--- config.mk ---
export PLATFORM = sky130hd
export DESIGN_NAME = bist_stim_compactor
export DESIGN_NICKNAME = d
export VERILOG_FILES = /design/src/rtl/bist_stim_compactor.sv
export SDC_FILE = /design/constraint.sdc
export NUM_CORES = 1
export LEC_CHECK = 0
export ABC_AREA = 1
export BUFFER_PORTS_ARGS = -buffer_cell sky130_fd_sc_hd__buf_2
export CORE_UTILIZATION = 57
export DETAILED_ROUTE_END_ITERATION = 6
export PLACE_DENSITY = 0.75
export SYNTH_ARGS = -nofsm -noshare
export SYNTH_HDL_FRONTEND = slang
export SYNTH_SLANG_ARGS = --single-unit
--- constraint.sdc ---
create_clock -name clk -period 2.8 [get_ports clk]
set_input_delay 0.42 -clock clk [delete_from_list [all_inputs] [get_ports clk]]
set_output_delay 0.42 -clock clk [all_outputs]
set_load 0.005 [all_outputs]
--- src/rtl/bist_stim_compactor.sv ---
`default_nettype none
// +------------------------------------------------------------------+
// | Module : bist_stim_compactor                                     |
// | Desc   : LFSR stimulus source and MISR response compactor that   |
// |          checks a benchmark core against a golden signature.     |
// | Rev    : 1.0                                                     |
// +------------------------------------------------------------------+
module bist_stim_compactor #(
  parameter int unsigned     IN_W         = 18,
  parameter int unsigned     OUT_W        = 1,
  parameter int unsigned     MISR_W       = 16,
  parameter int unsigned     NUM_PATTERNS = 256,
  parameter int unsigned     DUT_LATENCY  = 1,
  parameter logic [IN_W-1:0] LFSR_SEED    = IN_W'(1)
) (
  input  logic              clk,
  input  logic              reset,
  input  logic              start,
  input  logic [MISR_W-1:0] golden_sig,
  output logic              dut_reset_n,
  output logic [IN_W-1:0]   dut_in,
  input  logic [OUT_W-1:0]  dut_out,
  output logic              busy,
  output logic              done,
  output logic              pass,
  output logic [MISR_W-1:0] signature,
  output logic [15:0]       pattern_count
);

  typedef enum logic [2:0] {
    S_IDLE    = 3'd0,
    S_DUT_RST = 3'd1,
    S_RUN     = 3'd2,
    S_DRAIN   = 3'd3,
    S_COMPARE = 3'd4
  } state_t;

  localparam logic [15:0] c_num_pat  = 16'(NUM_PATTERNS);
  localparam logic [15:0] c_last_pat = 16'(NUM_PATTERNS - 1);
  localparam logic [1:0]  c_lat_m1   = 2'(DUT_LATENCY - 1);
  localparam logic [16:0] c_lat      = 17'(DUT_LATENCY);

  state_t              state_q, state_d;
  logic [IN_W-1:0]     lfsr_q, lfsr_d;
  logic [MISR_W-1:0]   misr_q, misr_d;
  logic [15:0]         pattern_count_q, pattern_count_d;
  logic [15:0]         sample_cnt_q, sample_cnt_d;
  logic                rst_cnt_q, rst_cnt_d;
  logic [1:0]          drain_cnt_q, drain_cnt_d;
  logic                dut_reset_n_q, dut_reset_n_d;
  logic [IN_W-1:0]     dut_in_q, dut_in_d;
  logic                busy_q, busy_d;
  logic                done_q, done_d;
  logic                pass_q, pass_d;
  logic [MISR_W-1:0]   signature_q, signature_d;

  logic [MISR_W-1:0]   w_dut_ext;
  logic [IN_W-1:0]     w_lfsr_next;
  logic                w_misr_fb;
  logic [MISR_W-1:0]   w_misr_next;
  logic [16:0]         w_elapsed;
  logic                w_cmp_en;

  generate
    if (OUT_W < MISR_W) begin : g_pad
      assign w_dut_ext = {{(MISR_W - OUT_W){1'b0}}, dut_out};
    end else begin : g_nopad
      assign w_dut_ext = dut_out;
    end
  endgenerate

  // x^18 + x^11 + 1 and x^16 + x^15 + x^13 + x^4 + 1 feedback taps.
  assign w_lfsr_next = {lfsr_q[IN_W-2:0], lfsr_q[17] ^ lfsr_q[10]};
  assign w_misr_fb   = misr_q[15] ^ misr_q[14] ^ misr_q[12] ^ misr_q[3];
  assign w_misr_next = {misr_q[MISR_W-2:0], w_misr_fb} ^ w_dut_ext;

  // Cycles since the first RUN cycle; the response to pattern k arrives at
  // elapsed index k + DUT_LATENCY, which also covers runs shorter than the latency.
  assign w_elapsed = {1'b0, pattern_count_q} + {15'd0, drain_cnt_q};
  assign w_cmp_en  = ((state_q == S_RUN) || (state_q == S_DRAIN)) &&
                     (w_elapsed >= c_lat) && (sample_cnt_q < c_num_pat);

  always_comb begin
    state_d         = state_q;
    lfsr_d          = lfsr_q;
    misr_d          = misr_q;
    pattern_count_d = pattern_count_q;
    sample_cnt_d    = sample_cnt_q;
    rst_cnt_d       = rst_cnt_q;
    drain_cnt_d     = drain_cnt_q;
    pass_d          = pass_q;
    signature_d     = signature_q;
    done_d          = 1'b0;

    if (w_cmp_en) begin
      misr_d       = w_misr_next;
      sample_cnt_d = sample_cnt_q + 16'd1;
    end

    unique case (state_q)
      S_IDLE: begin
        if (start) begin
          state_d         = S_DUT_RST;
          lfsr_d          = LFSR_SEED;
          misr_d          = '0;
          pattern_count_d = '0;
          sample_cnt_d    = '0;
          rst_cnt_d       = 1'b0;
          drain_cnt_d     = '0;
          pass_d          = 1'b0;
          signature_d     = '0;
        end
      end
      S_DUT_RST: begin
        rst_cnt_d = 1'b1;
        if (rst_cnt_q) begin
          state_d = S_RUN;
        end
      end
      S_RUN: begin
        lfsr_d          = w_lfsr_next;
        pattern_count_d = pattern_count_q + 16'd1;
        if (pattern_count_q == c_last_pat) begin
          state_d = (DUT_LATENCY == 0) ? S_COMPARE : S_DRAIN;
        end
      end
      S_DRAIN: begin
        drain_cnt_d = drain_cnt_q + 2'd1;
        if (drain_cnt_q == c_lat_m1) begin
          state_d = S_COMPARE;
        end
      end
      S_COMPARE: begin
        signature_d = misr_q;
        pass_d      = (misr_q == golden_sig);
        done_d      = 1'b1;
        state_d     = S_IDLE;
      end
      default: begin
        state_d = S_IDLE;
      end
    endcase

    // Outputs are decoded from the next state so they line up with state_q.
    dut_reset_n_d = (state_d != S_DUT_RST);
    dut_in_d      = (state_d == S_RUN) ? lfsr_d : '0;
    busy_d        = (state_d != S_IDLE);
  end

  always_ff @(posedge clk or negedge reset) begin
    if (!reset) begin
      state_q         <= S_IDLE;
      lfsr_q          <= LFSR_SEED;
      misr_q          <= '0;
      pattern_count_q <= '0;
      sample_cnt_q    <= '0;
      rst_cnt_q       <= 1'b0;
      drain_cnt_q     <= '0;
      dut_reset_n_q   <= 1'b0;
      dut_in_q        <= '0;
      busy_q          <= 1'b0;
      done_q          <= 1'b0;
      pass_q          <= 1'b0;
      signature_q     <= '0;
    end else begin
      state_q         <= state_d;
      lfsr_q          <= lfsr_d;
      misr_q          <= misr_d;
      pattern_count_q <= pattern_count_d;
      sample_cnt_q    <= sample_cnt_d;
      rst_cnt_q       <= rst_cnt_d;
      drain_cnt_q     <= drain_cnt_d;
      dut_reset_n_q   <= dut_reset_n_d;
      dut_in_q        <= dut_in_d;
      busy_q          <= busy_d;
      done_q          <= done_d;
      pass_q          <= pass_d;
      signature_q     <= signature_d;
    end
  end

  assign dut_reset_n   = dut_reset_n_q;
  assign dut_in        = dut_in_q;
  assign busy          = busy_q;
  assign done          = done_q;
  assign pass          = pass_q;
  assign signature     = signature_q;
  assign pattern_count = pattern_count_q;

endmodule
`default_nettype wire

==> summary.md, run 1 <==
| Metric | Value |
|---|---|
| Largest family of logic cells by synthesized area | `simple AND/OR/NAND/NOR gates` |
| Net count, final | `roughly 710` |
| Crit-path max FO | `17` |
| Die width | `about 100 µm` |
| Synth warn | `0` |
| WL final | `roughly 12000 µm` |
| Critical path arrival | `around 2.8 ns` |
| Top Usage Layer GRT | `met2` |
| Worst setup SP type | `flop` |
| Most frequent cells in the layout | `dfrtp_1 (109), inv_1 (100), nor2_1 (85), nand2_1 (80), buf_2 (72)` |
| Setup Fix Bufs, Post-CTS | `0` |
| Clock buffer count from CTS | `9` |
| Actual slew at the worst max-slew pin | `1.139 ns` |
| First-pass GRT wire length | `19040 µm` |
| M3 GR Usage | `0.04510` |
| R2R Path Start | `pattern_count[0]` |
| Cells after synthesis | `approximately 600` |
| Final Cycle Share | `0.9165` |
| CTS Buffer Depth | `2` |
| Root Buffer | `clkbuf_8` |
| CTS tree | `built` |
| Die H | `98.27 µm` |
| Pin count of the biggest net entering global routing | `65` |
| Clock network power share | `0.359` |
| Initial antenna violation count | `0` |
| Starting DRT DRC Count | `around 240` |
| Setup_tns | `0 ns` |
| Via Count | `about 4.3k` |
| Worst vdd ir | `0.3022 mV` |
| Seq/Total Area, Yosys | `0.5213` |
| Post-route DRC | `5` |
| Grt met1 use | `0.3263` |
| RSZ-0062 raised after global routing | `false` |
| Total core area | `between 0.008 and 0.009 mm²` |
| Via-to-Cell Ratio | `roughly 5.4` |
| Max_slew headroom | `0.2377` |
| Port Buffers | `between 70 and 80` |
| Comb power frac | `0.024` |
| Static Leak | `between 0.003 and 0.004 µW` |
| H-tree depth | `3` |
| Met2 usage | `0.4198` |
| HP Class | `in2async` |
| Post-Synthesis Net Count | `638` |
| Crit path required time | `3.06 ns` |
| Synth-to-layout area growth | `13.03%` |
| Tot GR Track Use | `0.2479` |
| Element type at the critical path end | `flop` |
| Synthesized area | `about 0.0053 mm²` |
| Mux share of post-synthesis cell area | `0` |
| CTS resizes | `0` |
| Commonest non-fill, non-tap cell in the layout | `dfrtp_1` |
| Final setup violation count | `0` |
| Worst reg-to-reg path cell count | `11` |
| Pint | `around 2000 µW` |
| Initial cell density of the core | `0.5970` |
| Fin Clk Skew | `approximately 0.011 ns` |
| # hold bufs at CTS | `0` |
| Fraction of layout cells with a size suffix above 1 | `0.1788` |
| Num rows | `34` |
| Pwr/cell area | `around 430 mW/mm²` |
| DP Wirelength | `about 7800 µm` |
| Clock Sinks | `between 100 and 150` |
| Worst reg2reg endpoint | `misr_q[4]` |
| Max-cap check violation count | `0` |
| Slew Limit Fails | `0` |
| Compound-Gate Fraction of Synth Area | `0.1194` |
| Net Sw Frac | `0.2408` |
| Post-synthesis adder-cell area fraction | `0.01563` |
| Non-Filler Instances | `between 700 and 800` |
| Post-Synth XOR/XNOR Area | `0.03482` |
| Unique masters post-synth | `38` |
| Post-placement cell count | `slightly below 800` |
| Antenna diodes | `0` |
| Crit Path Category | `reg2reg` |
| Status | `complete, but fails checks` |
| Reg clk slew, reported paths | `0.11 ns` |
| Sequential share of power | `0.617` |
| Synth Register Bits | `110` |
| Reg2Reg Setup Slack | `0.23 ns` |
| Gpl congestion | `~0.96` |
| Gr ovfl total | `0` |
| Avg Synthesized Cell Area | `approximately 8.6 µm²` |
| Switching pwr | `between 600 and 700 µW` |
| Drt first pass iters | `6` |
| Clk_lat worst skew | `0.38 ns` |
| Antenna viol nets, final | `0` |
| Final min period | `between 2 and 3 ns` |
| Simple-Gate Fraction of Synth Area | `0.2151` |
| Final Hold Fails | `0` |
| Highest Clock Rate | `between 0.3 and 0.4 GHz` |
| Post-DR wirelength/cell | `around 14 µm` |
| Die area | `~0.0097 mm²` |
| Vias in the first global route | `just over 4k` |
| Failing checks | `design-rule violations` |
| IO Count | `between 70 and 80` |
[layer usage]
metal,share of wire,routed length [µm],vias to the layer above
li1,-,-,2125
met1,0.45,5175,2053
met2,0.49,5653,119
met3,0.046,533,11
met4,0.013,148,0
met5,0,0,-
[registers in the layout, indices dropped and copies added (netlist names), 2 cells and up]
register / cells
signature: 16
misr_q: 16
drain_cnt_q: 2
pattern_count: 16
lfsr_q: 18
dut_in: 18
sample_cnt_q: 16
state_q: 3
[Yosys cell counts]
cell type	count	share of area
nand4_1	22	0.026
buf_4	1	0.0014
xor2_1	7	0.012
a21boi_0	1	0.0014
dfrtp_1	109	0.52
a21oi_1	24	0.023
fa_1	1	0.0038
dfstp_2	1	0.0050
inv_2	2	0.0014
nor3_2	3	0.0057
nor2_4	3	0.0064
nand3_2	4	0.0076
buf_2	4	0.0038
nand2_2	3	0.0036
a21oi_2	1	0.0017
nand2_4	2	0.0043
a22o_1	13	0.022
o21ai_1	9	0.0085
a31oi_1	1	0.0012
a22oi_1	1	0.0014
nor2_1	85	0.060
o21ai_0	32	0.030
nor3_1	5	0.0047
o41ai_1	1	0.0017
nand3b_1	1	0.0014
inv_1	100	0.071
nand2_1	80	0.057
xnor2_1	14	0.023
clkbuf_1	11	0.0078
o21a_1	1	0.0014
nor4_1	6	0.0071
buf_6	3	0.0064
nor2_2	7	0.0083
o31ai_1	1	0.0014
o22ai_1	22	0.026
ha_1	5	0.012
clkbuf_2	2	0.0019
nand3_1	24	0.023
[power groups by stage]
stage | clock network (µW) | registers [µW] | logic, µW
6_report | 924 | 1590 | 61.1
5_1_grt | 997 | 1590 | 71.2
4_1_cts | 948 | 1590 | 64.2
3_5_place_dp | 0 | 1620 | 64.4
3_3_place_gp | 0 | 1620 | 62.5
2_1_floorplan | 0 | 1620 | 11.8
[worst max-delay path: stages, from the launching register on]
cell,delay (ns)
dfrtp_1,0.46
ha_1,0.24
fa_1,0.25
inv_1,0.08
nor2_2,0.26
nand3_2,0.11
a21boi_0,0.36
nor2_4,0.14
nand2_8,0.16
nand2_8,0.11
o21ai_0,0.22
nor2_1,0.05
[logic make-up (layout without fill, tap and decap cells)]
family | after synthesis | after routing
DFF | 110 | 110
adders and majority gates | 6 | 6
AOI/OAI and AO/OA | 107 | 107
buffers and inverters | 123 | 198
and+or+nand+nor | 245 | 246
xor gates and xnor gates | 21 | 21
[worst max path at each step]
stage | start | endpoint | slack [ns]
final | pattern_count[0] | misr_q[4] | 0.23
after detailed placement | pattern_count[0] | misr_q[3] | 0.22
after global placement | pattern_count[0] | misr_q[2] | 0.35
after global routing | pattern_count[0] | misr_q[4] | 0.02
after CTS | pattern_count[0] | misr_q[3] | 0.18
after floorplan | pattern_count[0] | misr_q[10] | 0.57
[through the flow]
| stage | hold slack (ns) | total power (µW) | util | worst slack, ns | cell area [µm²] |
|---|---|---|---|---|---|
| 2_1_floorplan | 0.1244 | 1631 | - | 0.5665 | 5283 |
| 3_3_place_gp | 0.4560 | 1681 | 0.6485 | 0.3511 | 5738 |
| 3_5_place_dp | 0.4713 | 1683 | 0.6485 | 0.2217 | 5738 |
| 4_1_cts | 0.06278 | 2600 | 0.6704 | 0.1755 | 5932 |
| 5_1_grt | 0.09207 | 2657 | 0.6748 | 0.01786 | 5971 |
| 6_report | 0.04951 | 2573 | 0.6748 | 0.2337 | 5971 |
[cell type report]
class / instances / area [µm²]
tap: 108 / 135.1
sequential: 110 / 2754
timing repair buffer: 80 / 432.9
inverter: 102 / 382.9
fill: 758 / 2878
clock inverter: 7 / 70.07
clock buffer: 9 / 123.9
multi-input combinational: 380 / 2072
Note: power is estimated with default switching activity, not from simulation.
==> inputs of run 2 (changes only) <==
--- a/config.mk
+++ b/config.mk
@@ -7,9 +7,10 @@
 export LEC_CHECK = 0
 export ABC_AREA = 1
 export BUFFER_PORTS_ARGS = -buffer_cell sky130_fd_sc_hd__buf_2
-export CORE_UTILIZATION = 57
+export CORE_UTILIZATION = 45
 export DETAILED_ROUTE_END_ITERATION = 6
-export PLACE_DENSITY = 0.75
+export PLACE_DENSITY = 0.61
+export SKIP_LAST_GASP = 1
 export SYNTH_ARGS = -nofsm -noshare
 export SYNTH_HDL_FRONTEND = slang
 export SYNTH_SLANG_ARGS = --single-unit
==> constraint.sdc (replaced) <==
create_clock -name clk -period 3.2 [get_ports clk]
set_input_delay 0.48 -clock clk [delete_from_list [all_inputs] [get_ports clk]]
set_output_delay 0.48 -clock clk [all_outputs]
set_load 0.005 [all_outputs]
==> run 2 against run 1 <==
Effect of this change: the flow now finishes without violations; first-iteration DRC count up 8.5%; worst hold slack gained 0.059 ns; critical path depth grew 3; flip-flop and latch count stayed put; core utilization decreased by 14 points; clock skew down 0.0046 ns; die area rose by 26%; register-to-register slack better by 0.36 ns; non-clock buffer count unchanged; routed wire length grew 0.37%; largest power group unchanged.
==> summary.md, run 2 (synthesis gave the netlist of run 1 again) <==
| Metric | Value |
|---|---|
| Worst vdd ir | `0.3407 mV` |
| Pin count of the biggest net entering global routing | `69` |
| Highest Clock Rate | `a little under 0.4 GHz` |
| Met2 usage | `0.3252` |
| # hold bufs at CTS | `0` |
| Initial antenna violation count | `0` |
| Gpl congestion | `about 0.86` |
| Net count, final | `708` |
| Element type at the critical path end | `flop` |
| Status | `finished clean` |
| Commonest non-fill, non-tap cell in the layout | `dfrtp_1` |
| Sequential share of power | `0.538` |
| Crit-path max FO | `33` |
| M3 GR Usage | `0.04997` |
| Gr ovfl total | `0` |
| Static Leak | `between 0.003 and 0.004 µW` |
| Die area | `about 0.012 mm²` |
| Total core area | `about 0.011 mm²` |
| Via Count | `between 4k and 5k` |
| Final Cycle Share | `0.8131` |
| Final setup violation count | `0` |
| Port Buffers | `73` |
| WL final | `~12000 µm` |
| Setup_tns | `0 ns` |
| Drt first pass iters | `7` |
| Setup Fix Bufs, Post-CTS | `0` |
| Via-to-Cell Ratio | `between 5 and 6` |
| Synth-to-layout area growth | `15.09%` |
| Comb power frac | `0.021` |
| Actual slew at the worst max-slew pin | `between 1 and 1.5 ns` |
| First-pass GRT wire length | `between 15000 and 20000 µm` |
| RSZ-0062 raised after global routing | `false` |
| CTS Buffer Depth | `2` |
| Antenna viol nets, final | `0` |
| Max_slew headroom | `0.1849` |
| Clock Sinks | `110` |
| Pwr/cell area | `424.8 mW/mm²` |
| Most frequent cells in the layout | `dfrtp_1 (109), inv_1 (100), nor2_1 (85), nand2_1 (80), buf_2 (72)` |
| Grt met1 use | `0.2848` |
| Critical path arrival | `roughly 2.9 ns` |
| Antenna diodes | `0` |
| Final Hold Fails | `0` |
| Post-route DRC | `0` |
| Top Usage Layer GRT | `met2` |
| Vias in the first global route | `roughly 4.0k` |
| Crit Path Category | `reg2reg` |
| HP Class | `in2async` |
| Fin Clk Skew | `roughly 0.006 ns` |
| IO Count | `74` |
| Final min period | `~2.6 ns` |
| Worst setup SP type | `flop` |
| Pint | `2022 µW` |
| CTS tree | `built` |
| Slew Limit Fails | `0` |
| Tot GR Track Use | `0.2072` |
| Switching pwr | `between 500 and 600 µW` |
| Starting DRT DRC Count | `roughly 260` |
| Clk_lat worst skew | `0.36 ns` |
| Root Buffer | `clkbuf_16` |
| Num rows | `39` |
| Clock network power share | `0.441` |
| Crit path required time | `3.45 ns` |
| Post-DR wirelength/cell | `roughly 14 µm` |
| Die width | `~110 µm` |
| Clock buffer count from CTS | `9` |
| H-tree depth | `3` |
| DP Wirelength | `around 8000 µm` |
| Reg clk slew, reported paths | `roughly 0.07 ns` |
| Die H | `~110 µm` |
| CTS resizes | `0` |
| Fraction of layout cells with a size suffix above 1 | `0.1761` |
| Net Sw Frac | `0.2172` |
| Max-cap check violation count | `0` |
| Worst hold slack | `between 0.1 and 0.15 ns` |
| Initial cell density of the core | `0.4626` |
-- run 2: cell types whose count changed in the layout (fill, tap and decap cells not counted), moves of 2 or more --
| cell | change |
|---|---|
| clkbuf_8 | -9 |
| clkinv_2 | +2 |
| nand2_8 | -2 |
| clkbuf_16 | +9 |
| nor2_4 | -2 |
| nor2_2 | +2 |
| clkinv_4 | -2 |
-- run 2: path summary, 6_finish.rpt --
check,from,to,slack [ns],cells past startpoint
setup / recovery,pattern_count[0],misr_q[4],0.60,14
hold / removal,reset,sample_cnt_q[8],0.11,1
setup reg to reg,pattern_count[0],misr_q[4],0.60,14
hold reg to reg,pass,pass,0.48,2
max in group asynchronous,reset,signature[6],2.35,2
min in group clk,golden_sig[14],pass,0.43,4
-- run 2: layout make-up --
type / count / area (µm²)
timing repair buffer: 80 / 432.9
clock buffer: 10 / 229.0
multi-input combinational: 379 / 2033
tap: 143 / 178.9
fill: 1100 / 5339
inverter: 102 / 382.9
sequential: 110 / 2754
clock inverter: 6 / 68.82
-- run 2: metrics by stage --
step	util	std cells	cell area [µm²]	power (µW)	worst slack (ns)
CTS	0.5324	830	6080	2616	0.5772
finish	0.5324	830	6080	2582	0.5980
global route	0.5324	830	6080	2680	0.2505
detailed placement	0.5064	814	5782	1473	0.6167
floorplan	-	612	5283	1427	0.9665
global placement	0.5064	814	5782	1472	0.7170
-- run 2: power by group through the flow --
| stage | logic, µW | clock network [µW] | registers, µW |
|---|---|---|---|
| after CTS | 57.3 | 1170 | 1390 |
| after global routing | 62.8 | 1230 | 1390 |
| after detailed placement | 57.1 | 0 | 1420 |
| after floorplan | 10.3 | 0 | 1420 |
| after global placement | 55.6 | 0 | 1420 |
| final | 54.1 | 1140 | 1390 |
-- run 2: worst max-delay path: stages (launching register included) --
cell     delay [ns]
dfrtp_1        0.44
ha_1           0.27
fa_1           0.44
nand3_1        0.17
nor2_1         0.08
nand3_1        0.07
nand2_1        0.05
nand2_1        0.06
nor2_1         0.04
nand2_1        0.06
nor2_2         0.05
nand2_4        0.29
nand2_4        0.20
o21ai_0        0.21
nor2_1         0.05
-- run 2: layer usage --
layer | routed length (µm) | vias to the layer above
met4 | 159 | 0
li1 | - | 2121
met1 | 5466 | 2042
met5 | 0 | -
met3 | 576 | 12
met2 | 5352 | 98
